`config.mk`:
```
export PLATFORM = sky130hd
export DESIGN_NAME = fb_rect_fill_flat
export DESIGN_NICKNAME = d
export VERILOG_FILES = /design/src/rtl/fb_pkg.sv /design/src/rtl/fb_rect_fill_if.sv /design/src/rtl/fb_addr_gen.sv /design/src/rtl/fb_rect_fill.sv /design/src/flat_wrapper.sv
export SDC_FILE = /design/constraint.sdc
export NUM_CORES = 1
export LEC_CHECK = 0
export ABC_AREA = 1
export CAP_MARGIN = 40
export CELL_PAD_IN_SITES_DETAIL_PLACEMENT = 1
export CELL_PAD_IN_SITES_GLOBAL_PLACEMENT = 1
export CORE_MARGIN = 1.5
export CORE_UTILIZATION = 41
export DETAILED_ROUTE_END_ITERATION = 8
export GPL_TIMING_DRIVEN = 0
export HOLD_SLACK_MARGIN = 0.08
export PLACE_DENSITY_LB_ADDON = 0.1
export SLEW_MARGIN = 20
export SYNTH_ARGS = -nofsm -noshare
export SYNTH_HDL_FRONTEND = slang
export SYNTH_HIERARCHICAL = 1
export SYNTH_SLANG_ARGS = --single-unit
```
`constraint.sdc`:
```
create_clock -name clk_cpu -period 8.7 [get_ports clk_cpu]
set_clock_uncertainty 0.15 [all_clocks]
set_input_delay 0.87 -clock clk_cpu [delete_from_list [all_inputs] [get_ports clk_cpu]]
set_output_delay 0.87 -clock clk_cpu [all_outputs]
set_load 0.02 [all_outputs]
```
`src/rtl/fb_pkg.sv`:
```
// Shared framebuffer constants, FSM state encoding and the RGB565 pixel type.
// Imported by the fill engine, its address generator and the framebuffer.
package fb_pkg;

    localparam logic [31:0] FB_BASE         = 32'h2800_0000;
    localparam int unsigned FB_WIDTH        = 320;
    localparam int unsigned FB_HEIGHT       = 240;
    localparam int unsigned FB_STRIDE_BYTES = FB_WIDTH * 2;

    localparam int unsigned RECT_W  = 10;
    localparam int unsigned COORD_W = 11;
    localparam int unsigned ADDR_W  = 32;
    localparam int unsigned DATA_W  = 32;
    localparam int unsigned STRB_W  = 4;
    localparam int unsigned STATE_W = 3;

    typedef logic [STATE_W-1:0] fb_state_t;

    localparam fb_state_t IDLE  = 3'd0;
    localparam fb_state_t CLIP  = 3'd1;
    localparam fb_state_t ISSUE = 3'd2;
    localparam fb_state_t GAP   = 3'd3;
    localparam fb_state_t DONE  = 3'd4;

    typedef struct packed {
        logic [4:0] r;
        logic [5:0] g;
        logic [4:0] b;
    } rgb565_t;

endpackage

```
`src/rtl/fb_rect_fill_if.sv`:
```
// Word-write port from the fill engine (master) to the framebuffer responder (slave).
interface fb_rect_fill_if;
    import fb_pkg::*;

    logic              mem_valid;
    logic [ADDR_W-1:0] mem_addr;
    logic [DATA_W-1:0] mem_wdata;
    logic [STRB_W-1:0] mem_wstrb;
    logic              mem_ready;

    modport master (
        output mem_valid, mem_addr, mem_wdata, mem_wstrb,
        input  mem_ready
    );

    modport slave (
        input  mem_valid, mem_addr, mem_wdata, mem_wstrb,
        output mem_ready
    );

endinterface

```
`src/rtl/fb_addr_gen.sv`:
```
// Combinational word address, byte strobes and pixel step for the pixel at (cur_x, cur_y).
module fb_addr_gen
    import fb_pkg::*;
(
    input  logic [COORD_W-1:0] cur_x_i,
    input  logic [COORD_W-1:0] cur_y_i,
    input  logic [COORD_W-1:0] x_end_i,
    output logic [ADDR_W-1:0]  addr_c_o,
    output logic [STRB_W-1:0]  wstrb_c_o,
    output logic [1:0]         step_c_o
);

    logic [29:0] pair_idx;

    // Row width is even, so the pixel-pair index is y*(W/2) + x/2.
    always_comb begin
        pair_idx = 30'(cur_y_i) * 30'(FB_WIDTH / 2) + 30'(cur_x_i[COORD_W-1:1]);
        addr_c_o = FB_BASE + {pair_idx, 2'b00};

        if (cur_x_i[0]) begin
            wstrb_c_o = 4'b1100;
            step_c_o  = 2'd1;
        end else if ((cur_x_i + COORD_W'(1)) < x_end_i) begin
            wstrb_c_o = 4'b1111;
            step_c_o  = 2'd2;
        end else begin
            wstrb_c_o = 4'b0011;
            step_c_o  = 2'd1;
        end
    end

endmodule

```
`src/rtl/fb_rect_fill.sv`:
```
// Rectangle-fill bus initiator for the RGB565 framebuffer: clips, then issues strobed word writes.
// Optional FB_RECT_FILL_CHECKER_EN adds color_alt and a checkerboard pattern.
module fb_rect_fill
    import fb_pkg::*;
(
    input  logic              clk_cpu,
    input  logic              reset,
    input  logic              start,
    input  logic              abort,
    input  logic [RECT_W-1:0] rect_x,
    input  logic [RECT_W-1:0] rect_y,
    input  logic [RECT_W-1:0] rect_w,
    input  logic [RECT_W-1:0] rect_h,
    input  logic [15:0]       color,
`ifdef FB_RECT_FILL_CHECKER_EN
    input  logic [15:0]       color_alt,
`endif
    output logic              busy,
    output logic              done,
    fb_rect_fill_if.master    mem
);

    fb_state_t         state_q, state_d;
    logic [RECT_W-1:0] rx_q, rx_d, ry_q, ry_d, rw_q, rw_d, rh_q, rh_d;
    rgb565_t           color_q, color_d;
`ifdef FB_RECT_FILL_CHECKER_EN
    rgb565_t           alt_q, alt_d;
`endif
    logic [COORD_W-1:0] x_end_q, x_end_d, y_end_q, y_end_d;
    logic [COORD_W-1:0] cur_x_q, cur_x_d, cur_y_q, cur_y_d;
    logic               busy_q, busy_d, done_q, done_d, valid_q, valid_d;
    logic [ADDR_W-1:0]  addr_q, addr_d;
    logic [DATA_W-1:0]  wdata_q, wdata_d;
    logic [STRB_W-1:0]  wstrb_q, wstrb_d;

    logic [COORD_W-1:0] x_sum_c, y_sum_c, x_end_c, y_end_c;
    logic [COORD_W-1:0] gen_x_c, gen_y_c, gen_xe_c, adv_x_c, adv_y_c;
    logic               empty_c;
    rgb565_t            lo_pix_c, hi_pix_c;
    logic [ADDR_W-1:0]  gen_addr_c;
    logic [STRB_W-1:0]  gen_wstrb_c;
    logic [1:0]         gen_step_c;

    // In CLIP the first write is generated straight from the latched rectangle.
    always_comb begin
        x_sum_c = COORD_W'(rx_q) + COORD_W'(rw_q);
        y_sum_c = COORD_W'(ry_q) + COORD_W'(rh_q);
        x_end_c = (x_sum_c > COORD_W'(FB_WIDTH))  ? COORD_W'(FB_WIDTH)  : x_sum_c;
        y_end_c = (y_sum_c > COORD_W'(FB_HEIGHT)) ? COORD_W'(FB_HEIGHT) : y_sum_c;
        empty_c = (rw_q == '0) || (rh_q == '0) ||
                  (COORD_W'(rx_q) >= COORD_W'(FB_WIDTH)) ||
                  (COORD_W'(ry_q) >= COORD_W'(FB_HEIGHT));

        gen_x_c  = (state_q == CLIP) ? COORD_W'(rx_q) : cur_x_q;
        gen_y_c  = (state_q == CLIP) ? COORD_W'(ry_q) : cur_y_q;
        gen_xe_c = (state_q == CLIP) ? x_end_c        : x_end_q;

`ifdef FB_RECT_FILL_CHECKER_EN
        // Even column uses color on even rows; the odd column is the opposite.
        lo_pix_c = gen_y_c[0] ? alt_q   : color_q;
        hi_pix_c = gen_y_c[0] ? color_q : alt_q;
`else
        lo_pix_c = color_q;
        hi_pix_c = color_q;
`endif

        adv_x_c = cur_x_q + COORD_W'(gen_step_c);
        adv_y_c = cur_y_q;
        if (adv_x_c >= x_end_q) begin
            adv_x_c = COORD_W'(rx_q);
            adv_y_c = cur_y_q + COORD_W'(1);
        end
    end

    fb_addr_gen u_addr_gen (
        .cur_x_i   (gen_x_c),
        .cur_y_i   (gen_y_c),
        .x_end_i   (gen_xe_c),
        .addr_c_o  (gen_addr_c),
        .wstrb_c_o (gen_wstrb_c),
        .step_c_o  (gen_step_c)
    );

    // Next-state and registered-output logic.
    always_comb begin
        state_d = state_q;
        rx_d    = rx_q;
        ry_d    = ry_q;
        rw_d    = rw_q;
        rh_d    = rh_q;
        color_d = color_q;
`ifdef FB_RECT_FILL_CHECKER_EN
        alt_d   = alt_q;
`endif
        x_end_d = x_end_q;
        y_end_d = y_end_q;
        cur_x_d = cur_x_q;
        cur_y_d = cur_y_q;
        busy_d  = busy_q;
        done_d  = 1'b0;
        valid_d = valid_q;
        addr_d  = addr_q;
        wdata_d = wdata_q;
        wstrb_d = wstrb_q;

        case (state_q)
            IDLE: begin
                if (start) begin
                    rx_d    = rect_x;
                    ry_d    = rect_y;
                    rw_d    = rect_w;
                    rh_d    = rect_h;
                    color_d = rgb565_t'(color);
`ifdef FB_RECT_FILL_CHECKER_EN
                    alt_d   = rgb565_t'(color_alt);
`endif
                    busy_d  = 1'b1;
                    state_d = CLIP;
                end
            end
            CLIP: begin
                x_end_d = x_end_c;
                y_end_d = y_end_c;
                if (empty_c) begin
                    busy_d  = 1'b0;
                    done_d  = 1'b1;
                    state_d = DONE;
                end else begin
                    cur_x_d = COORD_W'(rx_q);
                    cur_y_d = COORD_W'(ry_q);
                    valid_d = 1'b1;
                    addr_d  = gen_addr_c;
                    wdata_d = {hi_pix_c, lo_pix_c};
                    wstrb_d = gen_wstrb_c;
                    state_d = ISSUE;
                end
            end
            ISSUE: begin
                if (mem.mem_ready) begin
                    valid_d = 1'b0;
                    cur_x_d = adv_x_c;
                    cur_y_d = adv_y_c;
                    if ((adv_y_c >= y_end_q) || abort) begin
                        busy_d  = 1'b0;
                        done_d  = 1'b1;
                        state_d = DONE;
                    end else begin
                        state_d = GAP;
                    end
                end
            end
            GAP: begin
                valid_d = 1'b1;
                addr_d  = gen_addr_c;
                wdata_d = {hi_pix_c, lo_pix_c};
                wstrb_d = gen_wstrb_c;
                state_d = ISSUE;
            end
            DONE: begin
                state_d = IDLE;
            end
            default: begin
                state_d = IDLE;
            end
        endcase
    end

    always_ff @(posedge clk_cpu or posedge reset) begin
        if (reset) begin
            state_q <= IDLE;
            rx_q    <= '0;
            ry_q    <= '0;
            rw_q    <= '0;
            rh_q    <= '0;
            color_q <= '0;
`ifdef FB_RECT_FILL_CHECKER_EN
            alt_q   <= '0;
`endif
            x_end_q <= '0;
            y_end_q <= '0;
            cur_x_q <= '0;
            cur_y_q <= '0;
            busy_q  <= 1'b0;
            done_q  <= 1'b0;
            valid_q <= 1'b0;
            addr_q  <= '0;
            wdata_q <= '0;
            wstrb_q <= '0;
        end else begin
            state_q <= state_d;
            rx_q    <= rx_d;
            ry_q    <= ry_d;
            rw_q    <= rw_d;
            rh_q    <= rh_d;
            color_q <= color_d;
`ifdef FB_RECT_FILL_CHECKER_EN
            alt_q   <= alt_d;
`endif
            x_end_q <= x_end_d;
            y_end_q <= y_end_d;
            cur_x_q <= cur_x_d;
            cur_y_q <= cur_y_d;
            busy_q  <= busy_d;
            done_q  <= done_d;
            valid_q <= valid_d;
            addr_q  <= addr_d;
            wdata_q <= wdata_d;
            wstrb_q <= wstrb_d;
        end
    end

    assign busy          = busy_q;
    assign done          = done_q;
    assign mem.mem_valid = valid_q;
    assign mem.mem_addr  = addr_q;
    assign mem.mem_wdata = wdata_q;
    assign mem.mem_wstrb = wstrb_q;

endmodule

```
`src/flat_wrapper.sv`:
```
// flat-port wrapper written by rule: the top's interface ports become plain ports
module fb_rect_fill_flat import fb_pkg::*;
  (clk_cpu, reset, start, abort, rect_x, rect_y, rect_w, rect_h, color, busy, done, mem_mem_valid, mem_mem_addr, mem_mem_wdata, mem_mem_wstrb, mem_mem_ready);
  fb_rect_fill_if mem_i ();
  input  logic clk_cpu;
  input  logic reset;
  input  logic start;
  input  logic abort;
  input  logic [RECT_W-1:0] rect_x;
  input  logic [RECT_W-1:0] rect_y;
  input  logic [RECT_W-1:0] rect_w;
  input  logic [RECT_W-1:0] rect_h;
  input  logic [15:0] color;
  output logic busy;
  output logic done;
  output wire logic [$bits(mem_i.mem_valid)-1:0] mem_mem_valid;
  output wire logic [$bits(mem_i.mem_addr)-1:0] mem_mem_addr;
  output wire logic [$bits(mem_i.mem_wdata)-1:0] mem_mem_wdata;
  output wire logic [$bits(mem_i.mem_wstrb)-1:0] mem_mem_wstrb;
  input wire logic [$bits(mem_i.mem_ready)-1:0] mem_mem_ready;
  assign mem_mem_valid = mem_i.mem_valid;
  assign mem_mem_addr = mem_i.mem_addr;
  assign mem_mem_wdata = mem_i.mem_wdata;
  assign mem_mem_wstrb = mem_i.mem_wstrb;
  assign mem_i.mem_ready = mem_mem_ready;
  fb_rect_fill u_core (.clk_cpu(clk_cpu), .reset(reset), .start(start), .abort(abort), .rect_x(rect_x), .rect_y(rect_y), .rect_w(rect_w), .rect_h(rect_h), .color(color), .busy(busy), .done(done), .mem(mem_i));
endmodule
```
# Word-level counts from Yosys, hierarchy flattened
# Index checks and enable logic that the tools add are counted.
[word_totals]
ff_bits = 174
wordCells = 98
[op_classes]
n_lt_le_gt_ge = 7
multipliers = 1
muxes = 40
n_eq_ne = 8
n_addsub = 7
reduce_logical = 17
[ops]
columns = ["op", "n"]
rows = [
  ["32-bit case mux with 2 select lines", 2],
  ["11-bit two-way mux", 11],
  ["32-bit two-way mux", 2],
  ["11-bit case mux with 2 select lines", 2],
  ["30-bit by 22-bit adder with 31-bit output (first input constant)", 1],
  ["10-bit by 10-bit adder with 11-bit output", 2],
  ["11-bit by 1-bit adder with 11-bit output (second input constant)", 2],
  ["11-bit greater-or-equal comparator", 2],
  ["19-bit by 10-bit adder with 20-bit output", 1],
  ["10-bit logical NOT", 2],
  ["11-bit by 3-bit multiplier with 14-bit output (second input constant)", 1],
  ["3-bit two-way mux", 4],
  ["4-bit two-way mux", 3],
  ["3-bit case mux with 4 select lines", 1],
  ["11-bit by 2-bit adder with 11-bit output", 1],
  ["11-bit by 8-bit greater-than comparator with 1-bit output (second input constant)", 1],
  ["11-bit by 9-bit greater-than comparator with 1-bit output (second input constant)", 1],
  ["11-bit < comparator", 1],
  ["10-bit by 8-bit greater-or-equal comparator with 1-bit output (second input constant)", 1],
  ["10-bit by 9-bit greater-or-equal comparator with 1-bit output (second input constant)", 1],
  ["1-bit two-way mux", 9],
  ["4-bit case mux with 2 select lines", 1],
  ["3-bit by 2-bit equality test with 1-bit output (second input constant)", 2],
  ["2-bit != test (second input constant)", 3],
  ["12 further kinds", 23],
]

# Longest topological paths before layout
# Gate-level depths: netlist (run 1).
[depth]
ltp_word = 15
mapped_depth = 51
mapped_depth_nobuf = 50

# Hierarchy
# Netlist (run 1), hierarchy kept.
[modules_own_cells]
columns = ["module", "cells_each", "seq_area_each_um2", "area_per_inst_um2", "n_inst"]
rows = [
  ["fb_rect_fill", 1235, 3953.8, 9156.3, 1],
  ["fb_addr_gen", 245, 0.0, 1552.7, 1],
]

# Worst setup path before layout (run 1)
# OpenSTA, ideal clock, no wires.
[synth_timing]
path_kind = "register to register"
start = "register u_core.state_q[2]"
end = "register u_core.busy_q, in the netlist u_core/busy"
synth_period_minus_slack_ns = 6.509
slack_ns = 2.191
path_stages_with_launch = 46
required_ns = 8.482
arrival_time_ns = 6.291
path_buffers = 3
setup_ns = 0.068
path_cell_list = "dfrtp_1 -> nor2_4 -> nand2_1 -> buf_2 -> clkbuf_1 -> o21ai_0 -> ha_1 -> nand2_1 -> nor2_1 -> nand3_1 -> nor2_1 -> nand4_1 -> xnor2_1 -> ha_1 -> nand2_1 -> nor2_1 -> nand3_1 -> o2111ai_1 -> (+10 left out) -> ha_1 -> nand2_1 -> nor2_1 -> nand3_1 -> nand4_1 -> buf_2 -> nand2_1 -> o21ai_0 -> inv_1 -> ha_1 -> a21oi_1 -> o21a_1 -> nand2_1 -> nor2_1 -> nand4_1 -> nand2_1 -> nand2_1 -> nand2_1"
[synth_between]
elab_chain_len = 13
[synth_lines]
columns = ["item", "line_no", "text"]
rows = [
  ["from (decl)", "fb_rect_fill.sv:23", "fb_state_t state_q, state_d;"],
  ["from (signal assigned)", "fb_rect_fill.sv:190", "state_q <= state_d;"],
  ["3-bit by 1-bit equality test with 1-bit output *", "fb_rect_fill.sv:54", "gen_x_c = (state_q == CLIP) ? COORD_W'(rx_q) : cur_x_q;"],
  ["11-bit two-way mux *", "fb_rect_fill.sv:54", ""],
  ["via u_core.gen_x_c[0]", "fb_rect_fill.sv:37", "logic [COORD_W-1:0] gen_x_c, gen_y_c, gen_xe_c, adv_x_c, adv_y_c;"],
  ["11-bit by 1-bit adder with 11-bit output", "fb_addr_gen.sv:23", "end else if ((cur_x_i + COORD_W'(1)) < x_end_i) begin"],
  ["11-bit < comparator", "fb_addr_gen.sv:23", ""],
  ["2-bit two-way mux", "fb_addr_gen.sv:23", ""],
  ["2-bit two-way mux *", "fb_addr_gen.sv:20", "if (cur_x_i[0]) begin"],
  ["via u_core.gen_step_c[1]", "fb_rect_fill.sv:42", "logic [1:0] gen_step_c;"],
  ["11-bit by 2-bit adder with 11-bit output *", "fb_rect_fill.sv:67", "adv_x_c = cur_x_q + COORD_W'(gen_step_c);"],
  ["11-bit greater-or-equal comparator *", "fb_rect_fill.sv:69", "if (adv_x_c >= x_end_q) begin"],
  ["11-bit two-way mux *", "fb_rect_fill.sv:69", ""],
  ["11-bit greater-or-equal comparator *", "fb_rect_fill.sv:143", "if ((adv_y_c >= y_end_q) || abort) begin"],
  ["1-bit logical OR *", "fb_rect_fill.sv:143", ""],
  ["2-bit by 1-bit != test with 1-bit output (no line) *", "-", ""],
  ["5-bit AND reduction (no line) *", "-", ""],
  ["to (signal assigned)", "fb_rect_fill.sv:203", "busy_q <= busy_d;"],
  ["to (decl)", "fb_rect_fill.sv:31", "logic busy_q, busy_d, done_q, done_d, valid_q, valid_d;"],
]
# The timed path passes the listed nets; every way through them passes the cells marked *.
# A chain may end at the register's enable or synchronous reset.

# Worst setup path after layout (run 1)
[layout_timing]
start = "register u_core.state_q[2]"
end = "register u_core.state_q[0]"
[layout_between]
elab_chain_len = 14
[layout_lines]
columns = ["item", "line_no", "text"]
rows = [
  ["3-bit by 1-bit equality test with 1-bit output *", "fb_rect_fill.sv:54", ""],
  ["11-bit two-way mux *", "fb_rect_fill.sv:54", ""],
  ["via u_core.gen_x_c[0]", "fb_rect_fill.sv:37", ""],
  ["11-bit by 1-bit adder with 11-bit output", "fb_addr_gen.sv:23", ""],
  ["11-bit < comparator", "fb_addr_gen.sv:23", ""],
  ["2-bit two-way mux", "fb_addr_gen.sv:23", ""],
  ["2-bit two-way mux *", "fb_addr_gen.sv:20", ""],
  ["via u_core.gen_step_c[1]", "fb_rect_fill.sv:42", ""],
  ["11-bit by 2-bit adder with 11-bit output *", "fb_rect_fill.sv:67", ""],
  ["11-bit greater-or-equal comparator *", "fb_rect_fill.sv:69", ""],
  ["11-bit two-way mux *", "fb_rect_fill.sv:69", ""],
  ["11-bit greater-or-equal comparator *", "fb_rect_fill.sv:143", ""],
  ["1-bit logical OR *", "fb_rect_fill.sv:143", ""],
  ["3-bit two-way mux *", "fb_rect_fill.sv:143", ""],
  ["3-bit two-way mux *", "fb_rect_fill.sv:139", "if (mem.mem_ready) begin"],
  ["3-bit case mux with 4 select lines *", "fb_rect_fill.sv:106", "case (state_q)"],
]
# The timed path passes the listed nets; every way through them passes the cells marked *. The select of a mux whose other input is x is not followed.

==> metrics.cfg, run 1 <==
[setup_path]
crit_slowest_cell=dfrtp_1
rr_worst_depth=45
start_kind=register
path_max_fanout=10
cp_num_cells=45
critical-path-top-delay-family=simple AND/OR/NAND/NOR gates
worstReg2RegStart=u_core/state_q[2]
crit_path_start=u_core/state_q[2]
rrSetupSlack_ps=640
worstPathArrival_ps=8250
r2r-end=u_core/state_q[0]
end_kind=register
cpPeakStageDelay_ps=420
path_common_cell=nand2_1
cp_num_buf_inv=8
cp.required_ps=8890
crit_end=u_core/state_q[0]
crit_type=register to register

[clock_tree]
cts_tree=done
cts_buffer_depth=2
cts_buffers=17
insertion_delay_ps=440
root_buffer=clkbuf_16
clk_pin_slew_ps=70
htree_levels=4
clock-sinks=158

[sta]
finalCriticalPeriod_ps=8060
drv_slew=0
period_share_pct=92.6
final-hold-violation-count=0
max_clock_freq_ghz=0.124
maxSlewHeadroom_pct=47.6
setup_viol=0
tightest_slew_ps=778

[drt]
drtIter0Drc=488
drt-total-wl_um=34000
final_antenna_net_count=0
wl_per_cell_um=17.1
vias_per_cell=5.09
firstDrtPassIters=5
drcViolationCount=0
route.vias.total=10132

[floorplanning]
num_io_pins=132
start_util_pct=42.2
chipHeight_um=165
die_area_um2=27100
core-area_um2=25400
die_w_um=165
core.rowCount=58

[synth]
synth.top_cells.by_area=dfrtp_1 37%, nand2_1 18%, ha_1 9.2%
yosysWarningCount=6
yosysTopAreaCellShare_pct=36.9
ys_seq_elements=158
synth_edf_count=0
syn-cell-area_um2=10700
async_flop_share_pct=100
synth_cell_types=42
synth.avg_cell_area_um2=7.24
yosysTopAreaCell=dfrtp_1
ys_seq_area_share_pct=36.9
syn_inst=1480
synthFlopType=dfrtp_1

[global_route]
antenna_found_initial=0
grt_max_degree=86
grt_pass1_wl_um=55400
overflow=0
grtUsageTotal_pct=26.5
grt_pass1_vias=10752

[layout]
fillCellCount=3229
regArea_um2=3950
nets=1792
final_common_cell=nand2_1
drive_gt1_share_pct=8.19
mostFrequentLayoutCells=512 x nand2_1, 189 x inv_1, 158 x dfrtp_1
area_growth_pct=23.3
stdcell_count=1991
multi_input_area_um2=5570

[placement]
hpwl_um=26800
port_buffers=131
dp.cells=1956
gp_congestion=0.903

[flow_run]
maxCapViolations=0

[outcome]
status=complete, no violations

[worst_hold_path]
hp-class=register to register

area by class of cell:
type | count | area share, %
inverters | 197 | 5.66
flip-flops and latches | 158 | 30.0
multi-input cells | 1055 | 42.2
repair buffers | 138 | 10.4
well taps | 330 | 3.13
clock buffers | 17 | 3.22
clock inverters | 15 | 1.60
plain buffers | 80 | 3.80
diodes | 1 | 0.0190
registers in the layout, indices dropped and copies added, names as in the netlist:
name,cells
u_core/rx_q,10
u_core/y_end_q,11
u_core/rh_q,10
u_core/state_q,3
u_core/done,1
u_core/color_q,16
u_core/mem.mem_addr,32
u_core/rw_q,10
u_core/busy,1
u_core/x_end_q,11
u_core/mem.mem_wdata,16
u_core/mem.mem_wstrb,4
u_core/ry_q,10
u_core/cur_y_q,11
u_core/cur_x_q,11
u_core/mem.mem_valid,1
through the flow:
| stage | area, um2 | hold slack [ps] | setup slack, ps | setup TNS (ps) | util [%] |
|---|---|---|---|---|---|
| after floorplan | 10800 | 286 | 2190 | 0 | - |
| after global placement | 12500 | 300 | 123 | 0 | 49.1 |
| after detailed placement | 12500 | 307 | 161 | 0 | 49.3 |
| after CTS | 13200 | 326 | 109 | 0 | 51.8 |
| after global routing | 13200 | 345 | -89.7 | -189 | 52.0 |
| final | 13200 | 319 | 643 | 0 | 52.0 |
Yosys cell counts (3+ instances only):
cell      number
a21oi_1       34
a31oi_1        3
and2_1         3
buf_2         23
buf_4         36
buf_6          4
clkbuf_1      16
dfrtp_1      158
fa_1           5
ha_1          79
inv_1        190
inv_2          7
nand2_1      512
nand2_2        4
nand3_1      114
nand3_2        3
nand3b_1       8
nand4_1       31
nor2_1        74
nor2_4         5
nor3_1         9
o21a_1         5
o21ai_0       68
o21ai_1       19
o21bai_1      11
xnor2_1       10
xor2_1        27
how the worst min path moves through the flow:
stage / slack [ps] / endpoint / cells after the start / from
after floorplan: 290 / u_core/y_end_q[10] / 2 / u_core/y_end_q[10]
after global placement: 300 / u_core/y_end_q[10] / 2 / u_core/y_end_q[10]
after detailed placement: 310 / u_core/mem.mem_addr[21] / 2 / u_core/mem.mem_addr[21]
after CTS: 330 / u_core/mem.mem_addr[21] / 2 / u_core/mem.mem_addr[21]
after global routing: 350 / u_core/y_end_q[10] / 2 / u_core/y_end_q[10]
final: 320 / u_core/mem.mem_addr[21] / 2 / u_core/mem.mem_addr[21]
tightest hold or removal path, cell delays in order (launching register included):
cell and delay [ps]:
dfrtp_1 340, nand2_1 50, nand2_1 40
layer usage:
metal	wire, um	track usage (%)	vias up
li1	-	-	4973
met1	15700	33.7	4922
met2	16400	45.8	187
met3	1070	3.82	50
met4	826	8.85	0
met5	0	0	-
logic make-up after synthesis:
family,count (synthesis),share of synthesized area (%)
adder cells (fa/ha/maj),84,10.2
flip-flops,158,36.9
XOR/XNOR,38,3.18
AND/OR/NAND/NOR,772,30.6
AO/OA/AOI/OAI,148,7.55
buffers and inverters,278,11.6
other,2,0.0701
what timing repair did:
action | CTS | global route
hold buffers | 0 | 0
gates resized for setup | 0 | 15
buffers inserted | 0 | 2
setup endpoints to repair | 0 | 5
Power of run 1 is not shown: default switching activity piles up to over one toggle a cycle in this logic, so the estimate is an artifact.
==> run 2, diff against run 1 <==
Settings changed: CORE_MARGIN 1.5 to not set.
==> run 2 against run 1 <==
Net effect: via count is 0.57% lower; maximum frequency is 0.41% higher; register-to-register slack better by 30 ps; clock-buffer cell count stayed put; die area is 1.2% lower; critical path type unchanged; first-iteration DRC count is 15% higher; critical path depth is 2 higher; worst hold slack better by 2.2 ps; design area is 0.16% lower; cell count hardly changed; global-route usage is 0.37 points higher.
==> metrics.cfg, run 2 (synthesized netlist as in run 1, its figures left out) <==
[outcome]
status=complete, no violations  ; unchanged

[worst_hold_path]
hp-class=register to register  ; unchanged

[setup_path]
rrSetupSlack_ps=680  ; was 640 ps
path_common_cell=nand2_1  ; unchanged
start_kind=register  ; unchanged
end_kind=register  ; unchanged
crit_type=register to register  ; unchanged
crit_path_start=u_core/state_q[2]  ; unchanged
path_max_fanout=10  ; unchanged
worstPathArrival_ps=8230  ; was 8250 ps
crit_slowest_cell=dfrtp_1  ; unchanged
rr_worst_depth=47  ; was 45
crit_end=u_core/busy  ; was u_core/state_q[0]
worstReg2RegStart=u_core/state_q[2]  ; unchanged
cp.required_ps=8910  ; was 8890 ps
cpPeakStageDelay_ps=420  ; about the same
r2r-end=u_core/busy  ; was u_core/state_q[0]

[sta]
maxSlewHeadroom_pct=50.2  ; was 47.6%
timing.hold.ws_ps=321  ; was 319 ps
drv_slew=0  ; unchanged
tightest_slew_ps=739  ; was 778 ps
final-hold-violation-count=0  ; unchanged
max_clock_freq_ghz=0.125  ; was 0.124 GHz
period_share_pct=92.2  ; was 92.6%
setup_viol=0  ; unchanged
finalCriticalPeriod_ps=8020  ; was 8060 ps

[global_route]
grt_pass1_vias=10746  ; was 10752
grtUsageTotal_pct=26.8  ; was 26.5%
antenna_found_initial=0  ; unchanged
grt_pass1_wl_um=55700  ; was 55400 um
overflow=0  ; unchanged
grt_max_degree=98  ; was 86

[drt]
dr_wl_met2_um=16200  ; was 16400 um
drcViolationCount=0  ; unchanged
vias_per_cell=5.06  ; was 5.09
final_antenna_net_count=0  ; unchanged
route.vias.total=10074  ; was 10132
firstDrtPassIters=5  ; unchanged
wl_met3_um=1400  ; was 1070 um
wl_met1_um=15300  ; was 15700 um
drtIter0Drc=561  ; was 488
wl_per_cell_um=17.0  ; was 17.1 um
highest_layer=met4  ; unchanged
drt-total-wl_um=33900  ; was 34000 um

[placement]
dp.cells=1956  ; unchanged
gp_congestion=0.903  ; unchanged
place_area_um2=12500  ; unchanged
hpwl_um=26700  ; was 26800 um
port_buffers=131  ; unchanged

[clock_tree]
htree_levels=4  ; unchanged
cts_tree=done  ; unchanged
ctsHoldBuffers=0  ; unchanged
cts_buffers=17  ; unchanged
clk_pin_slew_ps=70  ; about the same
cts_buffer_depth=2  ; unchanged
insertion_delay_ps=440  ; about the same
clock-sinks=158  ; unchanged
root_buffer=clkbuf_16  ; unchanged

[layout]
postLayoutCoreUtil_pct=51.9  ; was 52.0%
mostFrequentLayoutCells=512 x nand2_1, 189 x inv_1, 158 x dfrtp_1  ; unchanged
stdcell_count=1990  ; was 1991
drive_gt1_share_pct=8.13  ; was 8.19%
n_antenna_cell=0  ; was 1
largest_reg_flops=32  ; unchanged
area_growth_pct=23.1  ; was 23.3%
nets=1792  ; unchanged
fin_area_um2=13200  ; about the same
final_common_cell=nand2_1  ; unchanged
fillCellCount=3276  ; was 3229

[floorplanning]
core.rowCount=58  ; unchanged
start_util_pct=42.2  ; unchanged
die_w_um=164  ; was 165 um
chipHeight_um=164  ; was 165 um
die_area_um2=26800  ; was 27100 um2
core-area_um2=25400  ; unchanged
num_io_pins=132  ; unchanged

[flow_run]
maxCapViolations=0  ; unchanged

==> run 2: layout make-up <==
cell class	instances	area, um2	share of cell area (%)
Tap cell	330	413	3.13
Clock buffer	17	425	3.23
Timing Repair Buffer	138	1370	10.4
Clock inverter	15	195	1.48
Sequential cell	158	3950	30.0
Inverter	197	747	5.67
Multi-Input combinational cell	1055	5570	42.3
Buffer	80	502	3.81
==> run 2: how the worst min path moves through the flow <==
stage | startpoint | endpoint | slack, ps | cells after the start
final | u_core/y_end_q[8] | u_core/y_end_q[8] | 320 | 2
after CTS | u_core/y_end_q[8] | u_core/y_end_q[8] | 320 | 2
after detailed placement | u_core/y_end_q[8] | u_core/y_end_q[8] | 300 | 2
after global routing | u_core/mem.mem_addr[18] | u_core/mem.mem_addr[18] | 350 | 2
after floorplan | u_core/y_end_q[10] | u_core/y_end_q[10] | 290 | 2
after global placement | u_core/y_end_q[9] | u_core/y_end_q[9] | 300 | 2
==> run 2: stage by stage <==
stage                     setup WS, ps  setup TNS (ps)
after floorplan                   2190               0
after global placement             161               0
after detailed placement           247               0
after CTS                          181               0
after global routing             -11.9           -11.9
final                              676               0
==> run 2: timing repair <==
action,in CTS,in global routing
setup endpoints to repair,0,5
gates resized for setup,0,13
hold endpoints to repair,0,0
setup buffers,0,2
==> run 2: worst max-delay path, delay by kind of cell (launching register included) <==
family | cells | cell delay (ps)
AOI/OAI and AO/OA | 4 | 650
xor gates and xnor gates | 2 | 320
adders and majority gates | 6 | 1680
buffers and inverters | 8 | 1230
DFF | 1 | 420
and+or+nand+nor | 27 | 3500
==> run 2: metal layers <==
metal  track usage, %  vias up
met1             34.3     4862
met4             9.13        0
met5                0        -
li1                 -     4969
met2             45.6      191
met3             4.57       52
Power of run 2 is left out for the same reason.
